`src/rtl/spn_cipher_pkg.sv`:
```
// Shared types, S-box tables and width-generic substitution/permutation layers
// for the iterative SPN cipher core. Layers work on a 128-bit carrier; bits at and above w are zero.
package spn_cipher_pkg;

    typedef enum logic [1:0] {IDLE, EXPAND, ROUND, DONE} state_t;

    localparam logic [3:0] SBOX [16] = '{
        4'h1, 4'hA, 4'h4, 4'hC, 4'h6, 4'hF, 4'h3, 4'h9,
        4'h2, 4'hD, 4'hB, 4'h7, 4'h5, 4'h0, 4'h8, 4'hE
    };
    localparam logic [3:0] SBOX_INV [16] = '{
        4'hD, 4'h0, 4'h8, 4'h6, 4'h2, 4'hC, 4'h4, 4'hB,
        4'hE, 4'h7, 4'h1, 4'hA, 4'h3, 4'h9, 4'hF, 4'h5
    };

    localparam int P_MUL    = 17;
    localparam int PINV_64  = 49;
    localparam int PINV_128 = 113;

    function automatic int pinv(input int w);
        return (w == 128) ? PINV_128 : PINV_64;
    endfunction

    function automatic logic [127:0] sub_layer(input logic [127:0] x, input int w);
        logic [127:0] y;
        logic [6:0]   b;
        y = '0;
        for (int n = 0; n < 32; n++) begin
            b = 7'(4 * n);
            if (n < w / 4) y[b +: 4] = SBOX[x[b +: 4]];
        end
        return y;
    endfunction

    function automatic logic [127:0] inv_sub_layer(input logic [127:0] x, input int w);
        logic [127:0] y;
        logic [6:0]   b;
        y = '0;
        for (int n = 0; n < 32; n++) begin
            b = 7'(4 * n);
            if (n < w / 4) y[b +: 4] = SBOX_INV[x[b +: 4]];
        end
        return y;
    endfunction

    // out[j] = in[(mul*j) mod w]; shared by the forward and inverse permutations.
    function automatic logic [127:0] bit_gather(input logic [127:0] x, input int w, input int mul);
        logic [127:0] y;
        y = '0;
        for (int j = 0; j < 128; j++) begin
            if (j < w) y[7'(j)] = x[7'((mul * j) % w)];
        end
        return y;
    endfunction

    function automatic logic [127:0] perm(input logic [127:0] x, input int w);
        return bit_gather(x, w, P_MUL);
    endfunction

    function automatic logic [127:0] inv_perm(input logic [127:0] x, input int w);
        return bit_gather(x, w, pinv(w));
    endfunction

endpackage

```
`src/rtl/spn_round.sv`:
```
// One combinational SPN round; the encrypt and decrypt datapaths are both built and selected by mode.
module spn_round
    import spn_cipher_pkg::*;
#(
    parameter int BLOCK_W = 64
) (
    input  logic [BLOCK_W-1:0] state,
    input  logic [BLOCK_W-1:0] rkey,
    input  logic [5:0]         rnd,
    input  logic               decrypt,
    output logic [BLOCK_W-1:0] next_state
);

    logic [BLOCK_W-1:0] rc;
    logic [BLOCK_W-1:0] enc_state;
    logic [BLOCK_W-1:0] dec_state;

    assign rc = {{(BLOCK_W-6){1'b0}}, rnd};

    // Decrypt undoes the encrypt round in reverse order: key/constant first, then P^-1, then S^-1.
    assign enc_state = BLOCK_W'(perm(sub_layer(128'(state), BLOCK_W), BLOCK_W)) ^ rkey ^ rc;
    assign dec_state = BLOCK_W'(inv_sub_layer(inv_perm(128'(state ^ rkey ^ rc), BLOCK_W), BLOCK_W));

    assign next_state = decrypt ? dec_state : enc_state;

endmodule

```
`src/rtl/spn_cipher_iter.sv`:
```
// Iterative SPN cipher core, one round per clock on valid/ready streams.
// Decrypt first rolls the key forward to the last round key, then walks it back with rotr.
module spn_cipher_iter
    import spn_cipher_pkg::*;
#(
    parameter int BLOCK_W = 64,
    parameter int ROUNDS  = 28,
    parameter int KEY_ROT = 32
) (
    input  logic               clk,
    input  logic               rst,
    input  logic               in_valid,
    output logic               in_ready,
    input  logic               in_decrypt,
    input  logic [BLOCK_W-1:0] in_data,
    input  logic [127:0]       in_key,
    output logic               out_valid,
    input  logic               out_ready,
    output logic [BLOCK_W-1:0] out_data,
    output logic               busy
);

    localparam logic [5:0] LAST_RND = 6'(ROUNDS - 1);
    localparam logic [5:0] PRE_LAST = 6'(ROUNDS - 2);

    state_t             state_reg, state_next;
    logic [BLOCK_W-1:0] data_reg, data_next, round_out;
    logic [127:0]       key_reg, key_next, key_rotl, key_rotr;
    logic [5:0]         rnd_reg, rnd_next;
    logic               dec_reg, dec_next;

    assign key_rotl = {key_reg[127-KEY_ROT:0], key_reg[127:128-KEY_ROT]};
    assign key_rotr = {key_reg[KEY_ROT-1:0], key_reg[127:KEY_ROT]};

    spn_round #(.BLOCK_W(BLOCK_W)) u_round (
        .state      (data_reg),
        .rkey       (key_reg[BLOCK_W-1:0]),
        .rnd        (rnd_reg),
        .decrypt    (dec_reg),
        .next_state (round_out)
    );

    always_ff @(posedge clk or posedge rst) begin
        if (rst) begin
            state_reg <= IDLE;
            data_reg  <= '0;
            key_reg   <= '0;
            rnd_reg   <= '0;
            dec_reg   <= 1'b0;
        end else begin
            state_reg <= state_next;
            data_reg  <= data_next;
            key_reg   <= key_next;
            rnd_reg   <= rnd_next;
            dec_reg   <= dec_next;
        end
    end

    always_comb begin
        state_next = state_reg;
        data_next  = data_reg;
        key_next   = key_reg;
        rnd_next   = rnd_reg;
        dec_next   = dec_reg;
        case (state_reg)
            IDLE: begin
                if (in_valid) begin
                    data_next  = in_data;
                    key_next   = in_key;
                    dec_next   = in_decrypt;
                    rnd_next   = '0;
                    state_next = (in_decrypt && ROUNDS > 1) ? EXPAND : ROUND;
                end
            end
            EXPAND: begin
                key_next = key_rotl;
                rnd_next = rnd_reg + 6'd1;
                if (rnd_reg == PRE_LAST) state_next = ROUND;
            end
            ROUND: begin
                data_next = round_out;
                if (!dec_reg) begin
                    key_next = key_rotl;
                    rnd_next = rnd_reg + 6'd1;
                    if (rnd_reg == LAST_RND) state_next = DONE;
                end else begin
                    key_next = key_rotr;
                    rnd_next = rnd_reg - 6'd1;
                    if (rnd_reg == 6'd0) state_next = DONE;
                end
            end
            DONE: begin
                if (out_ready) state_next = IDLE;
            end
            default: state_next = IDLE;
        endcase
    end

    assign in_ready  = (state_reg == IDLE);
    assign out_valid = (state_reg == DONE);
    assign busy      = (state_reg != IDLE);
    assign out_data  = data_reg;

endmodule

```
`config.mk`:
```
export PLATFORM = sky130hd
export DESIGN_NAME = spn_cipher_iter
export DESIGN_NICKNAME = d
export VERILOG_FILES = /design/src/rtl/spn_cipher_pkg.sv /design/src/rtl/spn_round.sv /design/src/rtl/spn_cipher_iter.sv
export SDC_FILE = /design/constraint.sdc
export NUM_CORES = 1
export LEC_CHECK = 0
export BUFFER_PORTS_ARGS = -buffer_cell sky130_fd_sc_hd__buf_2
export CORE_MARGIN = 2
export CORE_UTILIZATION = 59
export DETAILED_ROUTE_END_ITERATION = 12
export GPL_TIMING_DRIVEN = 0
export PLACE_DENSITY = 0.89
export SLEW_MARGIN = 30
export SYNTH_ARGS = -nofsm -noshare
export SYNTH_HDL_FRONTEND = slang
export SYNTH_SLANG_ARGS = --single-unit
```
`constraint.sdc`:
```
create_clock -name clk -period 8 [get_ports clk]
set_input_delay 1.6 -clock clk [delete_from_list [all_inputs] [get_ports clk]]
set_output_delay 1.6 -clock clk [all_outputs]
set_load 0.02 [all_outputs]
```
==> metrics.txt, run 1 <==
Post-Syn Instances=1881; largest net degree at the start of global routing=87; Starting Density=between 50 and 60%; Max-slew headroom=31.45%; I/O Pins=between 200 and 300; Die Wd=~170 um; CTS Root Cell=clkbuf_16; Worst Hold Class=reg -> reg; Synth Area per Inst=about 9 um2; Netlist Area Pre-Place=around 0.017 mm2; number of flip-flops in the largest register=128; Setup Skew=0.01555 ns; WHS=0.5085 ns; DP Cell Count=2524; vias in the first global route=16460; syn_nets=~2200; Overall Global Routing Usage=roughly 44%; RSZ-0062 raised after global routing=no; Reg clk slew, reported paths=about 0.06 ns; Least-Margin Pin Slew=around 1 ns; total placed instance area=between 0.015 and 0.02 mm2; Design Area, Final=0.01926 mm2; DIE HEIGHT=between 150 and 200 um; EDFF count, synth=0; count of input and output buffers=roughly 260; DRT iter0 DRCs=around 2600; First-pass DRT Iterations=6; GR Overflow Total=0; number of vias per cell=roughly 6.8; # clock sinks=~200; most frequent cells in the layout=buf_2 (311), nor2_1 (228), dfrtp_1 (201); period utilization=46.22%; maximum capacitance violations=0; Routability Congestion=1.028; Area Overhead vs Synth=16.28%; post-CTS setup buffers=0; min cycle time layout=approximately 3.7 ns; Post-CTS Resized=0; Die ar.=0.02943 mm2; Worst Setup Start Kind=flop; first-pass GRT wire length=about 98000 um; status=completed; HPWL Detailed=about 50000 um; share of layout cells above drive strength 1=between 10% and 20%; synthesis-stage register bit count=201; Critical Path End Type=output port; num rows=a little over 60; CTS tree=built; R2R Path Start=state_reg[0]; Core Region=0.02771 mm2; Routed Antenna Nets=0; critical path peak fanout=10; CTS max path bufs=3; final setup fails=0; Via Count=around 17000; hold_sp=key_reg[80]; WS Path Type=reg -> out; antenna violations before repair=0; most common cell after layout, fill and taps aside=buf_2; critical path arrival=between 2 and 2.5 ns; Final Hold Vio Count=0; Netlist cell types=60; post-synthesis sequential area ratio=a little under a third; max frequency=approximately 270 MHz; worst setup path start=state_reg[0]; post-route insts no fill=roughly 2600; Clock Latency Late Sink=roughly 0.55 ns; final WL=about 67000 um; cts hold-fix bufs=0; htree depth=1; required time of the critical path=6.40 ns; final slew viol count=0; CTS buffer count=24; ys flop type=dfrtp_1; n_diodes=0; nets@finish=roughly 2500; average wire per standard cell=approximately 26 um; synth warn=0; post-route DRC violation count=0; ys async rst share=between 90% and 100%
final timing paths:
kind / to / slack, ns / depth (start not counted)
worst max-delay path: busy / 4.30 / 5
worst min-delay path: key_reg[80] / 0.51 / 1
worst max register to register: out_data[30] / 4.76 / 8
worst min register to register: key_reg[80] / 0.51 / 1
max in group asynchronous: out_data[10] / 5.81 / 4
min in group asynchronous: key_reg[35] / 1.02 / 2
through the flow:
stage | setup slack (ns) | util (%) | TNS [ns]
after floorplan | 0.9176 | - | 0
after global placement | -1.606 | 66.23 | -317.83
after detailed placement | 4.023 | 66.46 | 0
after CTS | 4.369 | 69.51 | 0
after global routing | 4.317 | 69.51 | 0
final | 4.302 | 69.51 | 0
cells by family after synthesis:
family / count (synthesis) / share of synthesized area [%]
AOI/OAI and AO/OA: 652 / 27.89
xor gates and xnor gates: 200 / 11.34
adders and majority gates: 82 / 6.195
buffers and inverters: 272 / 6.550
DFF: 201 / 30.37
muxes: 134 / 9.028
and+or+nand+nor: 340 / 8.628
layout make-up:
cell class                      count  area (um2)
Multi-Input combinational cell   1408       10450
Fill cell                        2224        8448
Sequential cell                   201        5030
Timing Repair Buffer              265        1371
Buffer                            168       694.4
Clock buffer                       30       664.4
Tap cell                          378       473.0
Inverter                          104       397.9
Clock inverter                     14       180.2
cells in the mapped netlist (all sizes together), types with 4 or more instances:
library cell	n	area share, %
mux2	13	0.88
and3	13	0.49
a21o	127	5.8
mux4	11	1.5
o211ai	7	0.32
a2111oi	7	0.37
clkbuf	117	2.7
a21oi	86	2.6
nand4	4	0.15
dfrtp	201	30
nor2	228	5.2
nor3b	8	0.36
a31oi	10	0.38
o21ai	53	1.6
xor2	67	3.5
mux2i	110	6.6
o31ai	4	0.18
a211oi	148	6.8
o22ai	14	0.53
nand2	43	0.97
xnor2	130	7.4
nand3	11	0.33
o221ai	10	0.53
a221oi	20	1.1
ha	82	6.2
a22oi	140	6.3
inv	104	2.4
buf	51	1.5
nor3	18	0.54
and2	4	0.17
layer usage:
metal  up-vias  GRT usage, %  wire length (um)
met5         -             0                 0
met4         0         27.86              4763
li1       7410             -                 -
met2      1551         66.18             28390
met1      8161         57.34             23730
met3       342         11.78              9711
worst max-delay path: stages (launching register included):
cell,delay (ns)
dfrtp_1,0.42
inv_1,0.13
ha_1,0.34
buf_2,0.33
inv_2,0.15
buf_2,0.19
Power of run 1 is left out: the tool's default activity adds up to more than one toggle a clock period on the data nets, which glitch-free logic cannot reach.
==> run 2, diff against run 1 <==
CORE_UTILIZATION = 53   (was 59)
PLACE_DENSITY = 0.84   (was 0.89)
clock period = 3 ns   (was 8 ns; I/O delays follow)
==> run 2 against run 1 <==
  * The flow now finishes with violations (setup timing)
  * Final cell count increased by 0.93%
  * Utilization fell by 6.3 points
  * Worst setup slack got worse by 4.4 ns
  * Via count down 1.1%
  * Critical endpoint is now out_data[48]
  * Largest cell class unchanged
  * Highest routed layer unchanged
==> metrics.txt, run 2 (synthesis results as in run 1) <==
period utilization=104.0%; Routability Congestion=0.9978 (was 1.028); GR Overflow Total=0 (unchanged); RSZ-0062 raised after global routing=yes (was no); htree depth=1 (unchanged); final worst slack=-0.1193 ns (was 4.302 ns); Worst Setup Start Kind=flop (unchanged); required time of the critical path=3.45 ns (was 6.40 ns); Core Region=0.03067 mm2 (was 0.02771 mm2); Clock Latency Late Sink=0.54 ns (was 0.55 ns); antenna violations before repair=0 (unchanged); n_diodes=0 (unchanged); R2R cell count=7 (was 8); Area Overhead vs Synth=17.07% (was 16.28%); min cycle time layout=roughly 3.1 ns; final WL=66560 um (was 66600 um); share of layout cells above drive strength 1=18.08% (was 17.72%); failing checks=setup timing; Max-slew headroom=26.78% (was 31.45%); DRT iter0 DRCs=2301 (was 2557); layout filler cell count=2633 (was 2224); average wire per standard cell=25.68 um (was 25.93 um); HPWL Detailed=50570 um (was 49830 um); post-CTS setup buffers=0 (unchanged); most common cell after layout, fill and taps aside=buf_2 (unchanged); Worst path top cell family by delay=compound AO/OA/AOI/OAI gates (was buffers and inverters); Reg area=0.005030 mm2 (unchanged); max frequency=roughly 320 MHz; CTS max path bufs=3 (unchanged); Reg clk slew, reported paths=0.06 ns (about the same); Worst Hold Class=in -> async (was reg -> reg); number of vias per cell=6.663 (was 6.801); post-route DRC violation count=0 (unchanged); Reg2Reg Capture Point=out_data[48] (was out_data[30]); R2R Path Start=state_reg[1] (was state_reg[0]); Via Count=17270 (was 17460); Routed Antenna Nets=0 (unchanged); Critical Path End Type=flop (was output port); status=finished with violations (was completed); r2r setup slk=-0.12 ns (was 4.76 ns); critical path arrival=3.57 ns (was 2.10 ns); CP cell instances=inv_1 -> ha_1 -> nand2_1 -> a21boi_1 -> clkbuf_1 -> a221oi_1 -> a22oi_1 (was inv_1 -> ha_1 -> buf_2 -> inv_2 -> buf_2); num rows=64 (was 61); slowest CP cell=clkbuf_1 (was dfrtp_1); largest net degree at the start of global routing=31 (was 87); Overall Global Routing Usage=39.58% (was 44.40%); DIE HEIGHT=180.8 um (was 171.5 um); Final Hold Vio Count=0 (unchanged); worst path buffer plus inverter count=2 (was 4); CTS tree=built (unchanged); largest stage delay on the critical path=0.70 ns (was 0.42 ns); vias in the first global route=16790 (was 16460); number of flip-flops in the largest register=128 (unchanged); Die Wd=180.8 um (was 171.5 um); final setup fails=17 (was 0); critical path peak fanout=10 (unchanged); Least-Margin Pin Slew=1.094 ns (was 1.028 ns); Starting Density=54.00% (was 59.78%); CTS buffer count=24 (unchanged); CTS Root Cell=clkbuf_16 (unchanged); Setup Skew=0.01741 ns (was 0.01555 ns); nets@finish=2457 (was 2451); multi-input logic area=0.01045 mm2 (unchanged); most frequent cells in the layout=buf_2 (311), nor2_1 (228), dfrtp_1 (201) (unchanged); First-pass DRT Iterations=8 (was 6); final slew viol count=0 (unchanged); maximum capacitance violations=0 (unchanged); I/O Pins=264 (unchanged); WS Path Type=reg -> reg (was reg -> out); first-pass GRT wire length=99710 um (was 97910 um); # clock sinks=201 (unchanged); count of input and output buffers=263 (unchanged); final core occ=63.22% (was 69.51%); Die ar.=0.03268 mm2 (was 0.02943 mm2)
-- run 2: cell types whose count changed in the layout (fill, tap and decap cells not counted), sizes merged --
cell and delta:
clkdlybuf4s15 +1, buf +5, bufinv -2, clkinv -3, inv -1, clkinvlp +1, clkbuf +5
-- run 2: layout make-up --
cell class	instances	area share, %
tap	396	2.555
multi-input combinational	1408	53.88
buffer	168	3.633
timing repair buffer	271	7.654
clock inverter	9	0.5227
clock buffer	35	3.782
sequential	201	25.94
inverter	104	2.033
-- run 2: timing repair --
item                                    in CTS  in global routing
hold endpoints to repair                     0                  0
endpoints found under the setup margin       3                 21
hold buffers                                 0                  0
gates resized for setup                      3                  3
cloned                                       0                  0
-- run 2: worst max-delay path by stage --
stage | from | to | cells past startpoint
after CTS | state_reg[0] | out_data[7] | 7
after global routing | state_reg[0] | out_data[30] | 7
after global placement | rst | out_data[24] | 2
after floorplan | rst | dec_reg | 1
final | state_reg[1] | out_data[48] | 7
after detailed placement | state_reg[1] | out_data[0] | 7
-- run 2: stage by stage --
| step | hold slack [ns] | area [um2] | setup TNS, ns | setup slack (ns) | std cells |
|---|---|---|---|---|---|
| floorplan | 0.4732 | 16560 | -40.67 | -0.2023 | 1881 |
| global placement | 0.4823 | 18380 | -315.77 | -1.587 | 2540 |
| CTS | 0.08836 | 19390 | 0 | 0.02095 | 2592 |
| detailed placement | 0.4892 | 18540 | -0.001712 | -0.001712 | 2548 |
| global route | 0.1000 | 19390 | -0.4587 | -0.1037 | 2592 |
| finish | 0.08014 | 19390 | -0.6759 | -0.1193 | 2592 |
-- run 2: tightest hold or removal path, cell delays in order --
cell        delay [ns]
buf_2             0.11
clkinvlp_4        0.07
buf_12            0.19
-- run 2: routing by layer --
layer	share of wire [%]	wire length, um	track usage [%]	vias to the layer above
met3	14	9017	9.272	306
met2	43	28360	60.61	1394
li1	-	-	-	7396
met5	0	0	0	-
met4	7.1	4709	22.19	0
met1	37	24470	51.59	8175
Power of run 2 is left out for the same reason.
